File: src/rtl/sdram_frame_fetcher_if.sv
// SDRAM read-burst and FIFO write-port bundle
// for the frame fetcher.
interface sdram_frame_fetcher_if #(
  parameter int DATA_WIDTH = 16,
  parameter int SDRAM_AW   = 24
);
  logic                  rd_req;
  logic [SDRAM_AW-1:0]   rd_addr;
  logic                  rd_gnt;
  logic                  rd_data_valid;
  logic [DATA_WIDTH-1:0] rd_data;
  logic                  fifo_full;
  logic                  write_enable;
  logic [DATA_WIDTH-1:0] write_data;

  modport master (
    output rd_req,
    output rd_addr,
    input  rd_gnt,
    input  rd_data_valid,
    input  rd_data,
    input  fifo_full,
    output write_enable,
    output write_data
  );

  modport slave (
    input  rd_req,
    input  rd_addr,
    output rd_gnt,
    output rd_data_valid,
    output rd_data,
    output fifo_full,
    input  write_enable,
    input  write_data
  );
endinterface

File: src/rtl/sdram_frame_fetcher.sv
// Frame fetcher: bursts the framebuffer out of SDRAM
// through a skid buffer into the VGA line FIFO.
module sdram_frame_fetcher #(
  parameter int          DATA_WIDTH = 16,
  parameter int          SDRAM_AW   = 24,
  parameter int unsigned FB_BASE    = 0,
  parameter int          H_PIXELS   = 640,
  parameter int          V_LINES    = 480,
  parameter int          BURST_LEN  = 8
) (
  input  logic clk_write,
  input  logic rst_n,
  input  logic frame_start_async,
  sdram_frame_fetcher_if.master bus,
  output logic busy,
  output logic frame_done,
  output logic frame_overrun
);

  localparam int FRAME_WORDS = H_PIXELS * V_LINES;
  localparam int SKID_DEPTH  = 2 * BURST_LEN;
  localparam int PTR_W       = $clog2(SKID_DEPTH);
  localparam int CNT_W       = $clog2(SKID_DEPTH + 1);
  localparam int WORD_W      = $clog2(FRAME_WORDS + 1);

  localparam logic [CNT_W-1:0] BURST_C =
    CNT_W'(BURST_LEN);
  localparam logic [CNT_W:0] RESV_MAX =
    (CNT_W+1)'(BURST_LEN);
  localparam logic [WORD_W-1:0] FRAME_C =
    WORD_W'(FRAME_WORDS);
  localparam logic [WORD_W-1:0] LAST_C =
    WORD_W'(FRAME_WORDS - 1);
  localparam logic [WORD_W-1:0] BURST_W =
    WORD_W'(BURST_LEN);
  localparam logic [SDRAM_AW-1:0] BASE_A =
    SDRAM_AW'(FB_BASE);
  localparam logic [SDRAM_AW-1:0] BURST_A =
    SDRAM_AW'(BURST_LEN);

  typedef enum logic [1:0] {
    IDLE,
    FETCH,
    DRAIN,
    ABORT
  } state_t;

  state_t r_state;
  state_t w_next;

  logic r_sync1;
  logic r_sync2;
  logic r_sync3;
  logic r_fs_pulse;

  logic [DATA_WIDTH-1:0] r_mem [SKID_DEPTH];
  logic [PTR_W-1:0]      r_wp;
  logic [PTR_W-1:0]      r_rp;
  logic [CNT_W-1:0]      r_occ;
  logic [CNT_W-1:0]      r_out;
  logic [SDRAM_AW-1:0]   r_addr;
  logic [WORD_W-1:0]     r_words;
  logic [WORD_W-1:0]     r_wr_cnt;
  logic                  r_held;

  logic [CNT_W:0] w_reserved;
  logic           w_req;
  logic           w_grant;
  logic           w_push;
  logic           w_pop;
  logic           w_last;
  logic           w_restart;
  logic           w_flush;

  assign w_reserved = {1'b0, r_occ} + {1'b0, r_out};
  assign w_grant    = w_req & bus.rd_gnt;
  assign w_push     = bus.rd_data_valid &
                      (r_state != ABORT);
  assign w_pop      = bus.write_enable;
  assign w_last     = w_pop & (r_wr_cnt == LAST_C);

  assign bus.rd_req       = w_req;
  assign bus.rd_addr      = r_addr;
  assign bus.write_enable = (r_occ != '0) &
                            ~bus.fifo_full &
                            (r_state != ABORT);
  assign bus.write_data   = r_mem[r_rp];

  // Two-flop synchroniser plus registered rising edge of vsync.
  always_ff @(posedge clk_write or negedge rst_n) begin
    if (!rst_n) begin
      r_sync1    <= 1'b0;
      r_sync2    <= 1'b0;
      r_sync3    <= 1'b0;
      r_fs_pulse <= 1'b0;
    end else begin
      r_sync1    <= frame_start_async;
      r_sync2    <= r_sync1;
      r_sync3    <= r_sync2;
      r_fs_pulse <= r_sync2 & ~r_sync3;
    end
  end

  // Request only when a full burst still fits; an ungranted request survives an abort.
  always_comb begin
    w_req = 1'b0;
    unique case (r_state)
      FETCH: begin
        w_req = (r_words < FRAME_C) &&
                (w_reserved <= RESV_MAX);
      end
      ABORT: begin
        w_req = r_held;
      end
      default: begin
        w_req = 1'b0;
      end
    endcase
  end

  // FSM state register.
  always_ff @(posedge clk_write or negedge rst_n) begin
    if (!rst_n) begin
      r_state <= IDLE;
    end else begin
      r_state <= w_next;
    end
  end

  // FSM next state and status pulses.
  always_comb begin
    w_next        = r_state;
    w_restart     = 1'b0;
    w_flush       = 1'b0;
    busy          = 1'b1;
    frame_done    = 1'b0;
    frame_overrun = 1'b0;
    unique case (r_state)
      IDLE: begin
        busy = 1'b0;
        if (r_fs_pulse) begin
          w_restart = 1'b1;
          w_next    = FETCH;
        end
      end
      FETCH: begin
        if (r_fs_pulse) begin
          frame_overrun = 1'b1;
          w_next        = ABORT;
        end else if (w_grant &&
                     (r_words + BURST_W == FRAME_C)) begin
          w_next = DRAIN;
        end
      end
      DRAIN: begin
        if (w_last) begin
          frame_done = 1'b1;
          if (r_fs_pulse) begin
            w_restart = 1'b1;
            w_next    = FETCH;
          end else begin
            w_next = IDLE;
          end
        end else if (r_fs_pulse) begin
          frame_overrun = 1'b1;
          w_next        = ABORT;
        end
      end
      ABORT: begin
        w_flush = 1'b1;
        if (r_fs_pulse) begin
          frame_overrun = 1'b1;
        end
        if ((r_out == '0) && !w_req) begin
          w_restart = 1'b1;
          w_next    = FETCH;
        end
      end
      default: begin
        w_next = IDLE;
      end
    endcase
  end

  // Notes an asserted request that was not granted this edge.
  always_ff @(posedge clk_write or negedge rst_n) begin
    if (!rst_n) begin
      r_held <= 1'b0;
    end else begin
      r_held <= w_req & ~bus.rd_gnt;
    end
  end

  // Burst address and requested-word count.
  always_ff @(posedge clk_write or negedge rst_n) begin
    if (!rst_n) begin
      r_addr  <= BASE_A;
      r_words <= '0;
    end else if (w_restart) begin
      r_addr  <= BASE_A;
      r_words <= '0;
    end else if (w_grant) begin
      r_addr  <= r_addr + BURST_A;
      r_words <= r_words + BURST_W;
    end
  end

  // Words granted by the controller but not yet returned.
  always_ff @(posedge clk_write or negedge rst_n) begin
    if (!rst_n) begin
      r_out <= '0;
    end else begin
      r_out <= r_out
             + (w_grant ? BURST_C : '0)
             - CNT_W'(bus.rd_data_valid);
    end
  end

  // Words pushed into the FIFO this frame.
  always_ff @(posedge clk_write or negedge rst_n) begin
    if (!rst_n) begin
      r_wr_cnt <= '0;
    end else if (w_restart) begin
      r_wr_cnt <= '0;
    end else if (w_pop) begin
      r_wr_cnt <= r_wr_cnt + WORD_W'(1);
    end
  end

  // Circular skid buffer; flushed while aborting.
  always_ff @(posedge clk_write or negedge rst_n) begin
    if (!rst_n) begin
      for (int i = 0; i < SKID_DEPTH; i++) begin
        r_mem[i] <= '0;
      end
      r_wp  <= '0;
      r_rp  <= '0;
      r_occ <= '0;
    end else if (w_flush) begin
      r_rp  <= r_wp;
      r_occ <= '0;
    end else begin
      if (w_push) begin
        r_mem[r_wp] <= bus.rd_data;
        r_wp        <= r_wp + PTR_W'(1);
      end
      if (w_pop) begin
        r_rp <= r_rp + PTR_W'(1);
      end
      r_occ <= r_occ
             + CNT_W'(w_push)
             - CNT_W'(w_pop);
    end
  end

endmodule

File: src/flat_wrapper.sv
// flat-port wrapper written by rule: the top's interface ports become plain ports
module sdram_frame_fetcher_flat 
#(
  parameter int          DATA_WIDTH = 16,
  parameter int          SDRAM_AW   = 24,
  parameter int unsigned FB_BASE    = 0,
  parameter int          H_PIXELS   = 640,
  parameter int          V_LINES    = 480,
  parameter int          BURST_LEN  = 8
)
  (clk_write, rst_n, frame_start_async, busy, frame_done, frame_overrun, bus_rd_req, bus_rd_addr, bus_rd_gnt, bus_rd_data_valid, bus_rd_data, bus_fifo_full, bus_write_enable, bus_write_data);
  sdram_frame_fetcher_if #(.DATA_WIDTH(DATA_WIDTH), .SDRAM_AW(SDRAM_AW)) bus_i ();
  input  logic clk_write;
  input  logic rst_n;
  input  logic frame_start_async;
  output logic busy;
  output logic frame_done;
  output logic frame_overrun;
  output wire logic [$bits(bus_i.rd_req)-1:0] bus_rd_req;
  output wire logic [$bits(bus_i.rd_addr)-1:0] bus_rd_addr;
  input wire logic [$bits(bus_i.rd_gnt)-1:0] bus_rd_gnt;
  input wire logic [$bits(bus_i.rd_data_valid)-1:0] bus_rd_data_valid;
  input wire logic [$bits(bus_i.rd_data)-1:0] bus_rd_data;
  input wire logic [$bits(bus_i.fifo_full)-1:0] bus_fifo_full;
  output wire logic [$bits(bus_i.write_enable)-1:0] bus_write_enable;
  output wire logic [$bits(bus_i.write_data)-1:0] bus_write_data;
  assign bus_rd_req = bus_i.rd_req;
  assign bus_rd_addr = bus_i.rd_addr;
  assign bus_i.rd_gnt = bus_rd_gnt;
  assign bus_i.rd_data_valid = bus_rd_data_valid;
  assign bus_i.rd_data = bus_rd_data;
  assign bus_i.fifo_full = bus_fifo_full;
  assign bus_write_enable = bus_i.write_enable;
  assign bus_write_data = bus_i.write_data;
  sdram_frame_fetcher #(.DATA_WIDTH(DATA_WIDTH), .SDRAM_AW(SDRAM_AW), .FB_BASE(FB_BASE), .H_PIXELS(H_PIXELS), .V_LINES(V_LINES), .BURST_LEN(BURST_LEN)) u_core (.clk_write(clk_write), .rst_n(rst_n), .frame_start_async(frame_start_async), .bus(bus_i), .busy(busy), .frame_done(frame_done), .frame_overrun(frame_overrun));
endmodule
File: config.mk
export PLATFORM = sky130hd
export DESIGN_NAME = sdram_frame_fetcher_flat
export DESIGN_NICKNAME = d
export VERILOG_FILES = /design/src/rtl/sdram_frame_fetcher_if.sv /design/src/rtl/sdram_frame_fetcher.sv /design/src/flat_wrapper.sv
export SDC_FILE = /design/constraint.sdc
export NUM_CORES = 1
export LEC_CHECK = 0
export ABC_AREA = 1
export BUFFER_PORTS_ARGS = -buffer_cell sky130_fd_sc_hd__buf_2
export CAP_MARGIN = 20
export CORE_AREA = 2 2 162 164
export DETAILED_ROUTE_END_ITERATION = 8
export DIE_AREA = 0 0 164 166
export GPL_TIMING_DRIVEN = 0
export PLACE_DENSITY = 0.83
export SETUP_SLACK_MARGIN = 0.1
export SYNTH_ARGS = -nofsm -noshare
export SYNTH_HDL_FRONTEND = slang
export SYNTH_SLANG_ARGS = --single-unit
File: constraint.sdc
create_clock -name clk_write -period 4.4 [get_ports clk_write]
set_input_delay 0.66 -clock clk_write [delete_from_list [all_inputs] [get_ports clk_write]]
set_output_delay 0.66 -clock clk_write [all_outputs]
set_load 0.005 [all_outputs]
==> results of run 1 <==
## sequential cells by signal, indices dropped and copies added (netlist names)
name,flops
u_core.bus.rd_addr,21
u_core.r_fs_pulse,1
u_core.r_held,1
u_core.r_mem,256
u_core.r_occ,5
u_core.r_out,5
u_core.r_rp,4
u_core.r_state,2
u_core.r_sync1,1
u_core.r_sync2,1
u_core.r_sync3,1
u_core.r_words,16
u_core.r_wp,4
u_core.r_wr_cnt,19
## cell families after synthesis
group | share of synthesized area [%]
XOR/XNOR | 2.46
flip-flops | 51.5
AND/OR/NAND/NOR | 18.7
other | 0.0229
buffers and inverters | 7.79
AO/OA/AOI/OAI | 16.9
adder cells (fa/ha/maj) | 2.58
## per-stage QoR
stage	cells	instance area, um^2	setup slack (ps)	setup TNS, ps	total power, mW
final	2460	18400	555	0	13.8
after global routing	2460	18400	511	0	14.6
after CTS	2460	18400	786	0	13.5
after detailed placement	2399	17200	1130	0	10.4
after global placement	2396	17100	-3680	-1227540	10.1
after floorplan	1998	16400	1580	0	8.51
## final timing paths
path                                 endpoint  depth (start not counted)
setup / recovery            bus_write_data[3]                          9
hold / removal             u_core.r_words[13]                          1
setup reg to reg              u_core.r_out[4]                         18
hold reg to reg                u_core.r_sync2                          0
max in group asynchronous    u_core.r_mem[20]                          3
min in group clk_write         u_core.r_sync1                          1
## cells in the final DEF, fill, tap and decap left out, types with 2 or more instances in the layout
cell	instances
nand3b_1	4
bufinv_16	3
clkbuf_8	6
buf_16	3
clkbuf_1	79
o21ai_0	287
nor3_4	2
o2111ai_1	22
nand3_2	2
nand2_1	372
o211ai_1	2
o21bai_1	4
nand2_2	5
buf_2	86
nand3_1	62
clkinv_1	14
inv_1	183
ha_1	29
clkbuf_16	37
buf_1	4
fa_1	3
nor2_1	251
buf_6	4
o22ai_1	9
nor2_2	4
a21oi_1	184
o221ai_1	8
clkinvlp_4	2
inv_6	3
xor2_1	30
conb_1	3
buf_4	10
dfrtp_1	337
nand4_1	27
nor4_1	2
clkinv_2	2
nor3_1	10
xnor2_1	16
## power by group through the flow
stage | combinational, mW | clock, mW | sequential [mW]
6_report | 5.56 | 3.07 | 5.12
5_1_grt | 6.14 | 3.20 | 5.24
4_1_cts | 5.38 | 3.06 | 5.08
3_5_place_dp | 5.31 | 0 | 5.11
3_3_place_gp | 5.09 | 0 | 5.06
2_1_floorplan | 3.57 | 0 | 4.94
## final cells by class
type                            count  area, um^2
Buffer                            114         526
Clock buffer                       50        1030
Clock inverter                     11         150
Fill cell                        1880        7230
Inverter                          199         749
Multi-Input combinational cell   1348        6660
Sequential cell                   337        8430
Tap cell                          335         419
Timing Repair Buffer               66         408
## routing by layer
layer | GRT usage [%] | part of all wire (%) | vias to the layer above
li1 | - | - | 6708
met1 | 50.9 | 39 | 7277
met2 | 54.5 | 44 | 934
met3 | 10.4 | 13 | 188
met4 | 17.5 | 5.0 | 2
met5 | 0 | 0.041 | -
==> impl_metrics.yaml, run 1 <==
critical_path:
  critPathMaxFanout: 10
  reg2reg_from: "u_core.r_occ[0]"
  worstSetupStartpoint: "u_core.r_rp[0]"
  crit_arrival_ps: 3190
  critPathBufInv: 5
  max_stage_delay_ps: 560
  rrSetupSlack_ps: 1010
  cp-start-kind: "register"
  crit_type: "register to primary output"
  worst_path_most_repeated_cell: "nand2_1"
  path_delay_family: "buffers and inverters"
  worst_ep_required_time_ps: 3740
  worstPathCellList: "buf_2, clkinv_1, clkbuf_1, clkbuf_1, nand2_1, nand2_1, o2111ai_1, nand2_1, buf_2"
  end_kind: "primary output"
  cp_slowest_cell: "clkbuf_1"
grt:
  grt_pass1_wl_um: 78300
  grt_pass1_vias: 14800
  grt_use_total_pct: 37.0
  grt_max_degree: 114
  grt-ovfl-total: 0
  antenna_found_initial: 1
route:
  drtIter0Drc: 2007
  firstDrtPassIters: 9
  viasPerCell: 6.14
  ant_nets: 0
  drt-wirelength-per-cell_um: 20.0
  drc_errors: 9
  totalWireLength_um: 49300
  num_vias: 15100
placed_design:
  gp_congestion: 1.01
  dp_hpwl_um: 34700
  io_buffers: 63
timing:
  fin_hold_ws_ps: 69.1
  post-route-min-period_ps: 3850
  setup_viol: 0
  finalHoldViolations: 0
  drv_slew: 0
  worstMarginPinSlew_ps: 805
  rsz0062_at_grt: "no"
  finalClockSkew_ps: 21.0
  timing.fmax_mhz: 260
  final.period_utilization_pct: 87.4
  relSlewSlack_pct: 46.3
layout:
  area_growth_pct: 12.3
  nets: 2156
  drive_gt1_share_pct: 8.33
  diodes: 0
  utilization_pct: 71.8
floorplan:
  fp.dieH_um: 166
  start_util_pct: 63.9
  rows: 59
  core_area_mm2: 0.0256
  die_w_um: 164
  dieArea_mm2: 0.0272
  ios: 67
clock_tree:
  tritoncts: "done"
  clkTransAtPathRegs_ps: 60
  clk_latency_ps: 530
  post_cts_resized: 0
  cts_setup_buffers: 0
  cts.path.max_buffers: 3
  root_buffer: "clkbuf_16"
  cts_sinks: 337
  cts_hold_buf: 0
  h-tree-depth: 2
  cts_made_buffers: 36
hold_path:
  min_path_type: "primary input to async pin"
logic_synthesis:
  yosys-top-cells-count: "nand2_1, dfrtp_1, o21ai_0"
  ys_seq_area_share_pct: 51.5
  synthTopCellsByArea: "dfrtp_1, o21ai_0, nand2_1"
  syn_inst: 1996
  ys_ff_latch: 337
  async_flop_share_pct: 100
  syn_area_mm2: 0.0164
  synth-main-ff-cell: "dfrtp_1"
  yosysWarnings: 0
  synth-edff-count: 0
  yosysUniqueCellTypes: 43
  synth_most_common_cell: "nand2_1"
  syn_area_per_cell_um2: 8.20
  synth.top_cell.area_share_pct: 51.5
  synth_area_leader_cell: "dfrtp_1"
power:
  pwr-share-seq_pct: 37.2
  switching_power_mw: 5.68
  ir_drop_v: 0.000469
  p_per_area_mw_per_mm2: 748
  power_frac_comb_pct: 40.4
  cellLeakagePower_nw: 8.61
  p_sw_share_pct: 41.3
  clkPwrFrac_pct: 22.3
  p_int_mw: 8.07
run:
  drv_cap: 0
run_status:
  run_status: "finished, violations left"
  violations: "design-rule violations"
Note: power is estimated with default switching activity, not from simulation.
==> run 2: changes to the inputs <==
- CORE_AREA: 2 2 162 164 -> 2 2 187 143
- DIE_AREA: 0 0 164 166 -> 0 0 189 145
- PLACE_DENSITY: 0.83 -> 0.82
==> impl_metrics.yaml, run 2 (same netlist as run 1, synthesis figures left out) <==
timing:
  fin_setup_tns_ps: 0
  finalHoldViolations: 0
  post-route-min-period_ps: 3960
  timing.fmax_mhz: 253
  final.period_utilization_pct: 89.9
  relSlewSlack_pct: 47.3
  finalClockSkew_ps: 21.7
  rsz0062_at_grt: "no"
  setup_ws_ps: 443
  setup_viol: 0
  worstMarginPinSlew_ps: 791
  drv_slew: 0
route:
  totalWireLength_um: 51800
  drtIter0Drc: 2165
  num_vias: 15200
  drc_errors: 0
  drt-wirelength-per-cell_um: 21.0
  viasPerCell: 6.16
  ant_nets: 0
  firstDrtPassIters: 8
clock_tree:
  cts.path.max_buffers: 3
  clkTransAtPathRegs_ps: 60
  post_cts_resized: 0
  h-tree-depth: 2
  cts_hold_buf: 0
  cts_made_buffers: 36
  cts_setup_buffers: 0
  cts_sinks: 337
  tritoncts: "done"
  clk_latency_ps: 530
  root_buffer: "clkbuf_16"
power:
  p_per_area_mw_per_mm2: 759
  ir_drop_v: 0.000504
  cellLeakagePower_nw: 8.62
  p_total_mw: 14.0
layout:
  fillers: 1942
  area_growth_pct: 12.4
  top_register: "u_core.r_mem"
  diodes: 0
  layout.cells.non_filler: 2472
  fin_area_mm2: 0.0184
  layout_common_cells: "nand2_1, dfrtp_1, o21ai_0, nor2_1, a21oi_1"
  mostFrequentLayoutCell: "nand2_1"
  nets: 2156
  drive_gt1_share_pct: 8.46
  largest_reg_flops: 256
run_status:
  run_status: "finished clean"
critical_path:
  worst_ep_required_time_ps: 3740
  cp-start-kind: "register"
  critPathMaxFanout: 10
  cp_slowest_cell: "o221ai_1"
  max_stage_delay_ps: 620
  rrSetupSlack_ps: 1010
  reg2reg_from: "u_core.r_occ[2]"
  worstSetupStartpoint: "u_core.r_rp[0]"
  end_kind: "primary output"
  endpoint: "bus_write_data[8]"
  critPathBufInv: 4
  crit_type: "register to primary output"
  path_delay_family: "buffers and inverters"
  reg2reg_depth: 15
  worstPathCellList: "buf_2, clkbuf_1, clkbuf_1, nor2_1, o221ai_1, o2111ai_1, nand2_1, buf_2"
  path_depth: 8
  timing.rr.end: "u_core.r_occ[4]"
  crit_arrival_ps: 3300
floorplan:
  ios: 67
  fp.dieH_um: 145
  die_w_um: 189
  dieArea_mm2: 0.0274
  core_area_mm2: 0.0256
  start_util_pct: 63.9
  rows: 51
grt:
  grt_use_total_pct: 37.7
  grt_pass1_vias: 14400
  grt_pass1_wl_um: 79800
  grt-ovfl-total: 0
  grt_max_degree: 110
  antenna_found_initial: 0
hold_path:
  min_path_type: "primary input to async pin"
placed_design:
  gp_congestion: 0.963
  io_buffers: 63
  dp.cells: 2408
  place_ws_ps: 945
  dp_hpwl_um: 36200
  postPlaceCellArea_mm2: 0.0172
run:
  drv_cap: 0
[run 2: cell count changes in the layout (fill, tap and decap cells not counted), sizes merged]
cell,previous run,this run
clkinv,17,21
clkbuf,122,125
clkinvlp,2,1
bufinv,3,2
inv,188,186
[run 2: cell type report]
cell class / count / area [um^2] / share of cell area, %
sequential: 337 / 8430 / 45.8
multi-input combinational: 1348 / 6660 / 36.2
clock buffer: 53 / 1080 / 5.85
inverter: 199 / 749 / 4.07
buffer: 114 / 526 / 2.86
tap: 344 / 430 / 2.34
timing repair buffer: 66 / 408 / 2.22
clock inverter: 11 / 111 / 0.605
[run 2: where the power goes]
group	total [mW]	switching (mW)	internal [mW]
sequential	5.14	0.709	4.43
clock	3.09	1.28	1.81
combinational	5.72	3.91	1.82
[run 2: per-stage QoR]
stage / hold slack, ps / util (%)
2_1_floorplan: 331 / -
3_3_place_gp: 358 / 66.9
3_5_place_dp: 361 / 67.3
4_1_cts: 64.0 / 71.9
5_1_grt: 84.2 / 71.9
6_report: 54.6 / 71.9
[run 2: how the worst min path moves through the flow]
| stage | startpoint | to | slack (ps) | depth (start not counted) |
|---|---|---|---|---|
| after floorplan | u_core.r_sync1 | u_core.r_sync2 | 330 | 0 |
| after global placement | u_core.r_sync2 | u_core.r_sync3 | 360 | 0 |
| after detailed placement | u_core.r_sync1 | u_core.r_sync2 | 360 | 0 |
| after CTS | rst_n | u_core.r_wr_cnt[9] | 60 | 1 |
| after global routing | rst_n | u_core.r_wr_cnt[9] | 80 | 1 |
| final | rst_n | u_core.r_wr_cnt[9] | 50 | 1 |
[run 2: per-layer routing]
layer  global-route usage, %  part of all wire [%]
met1                    55.3                    40
met2                    51.6                    41
met3                    14.1                    15
met4                    12.8                   3.7
met5                       0                     0
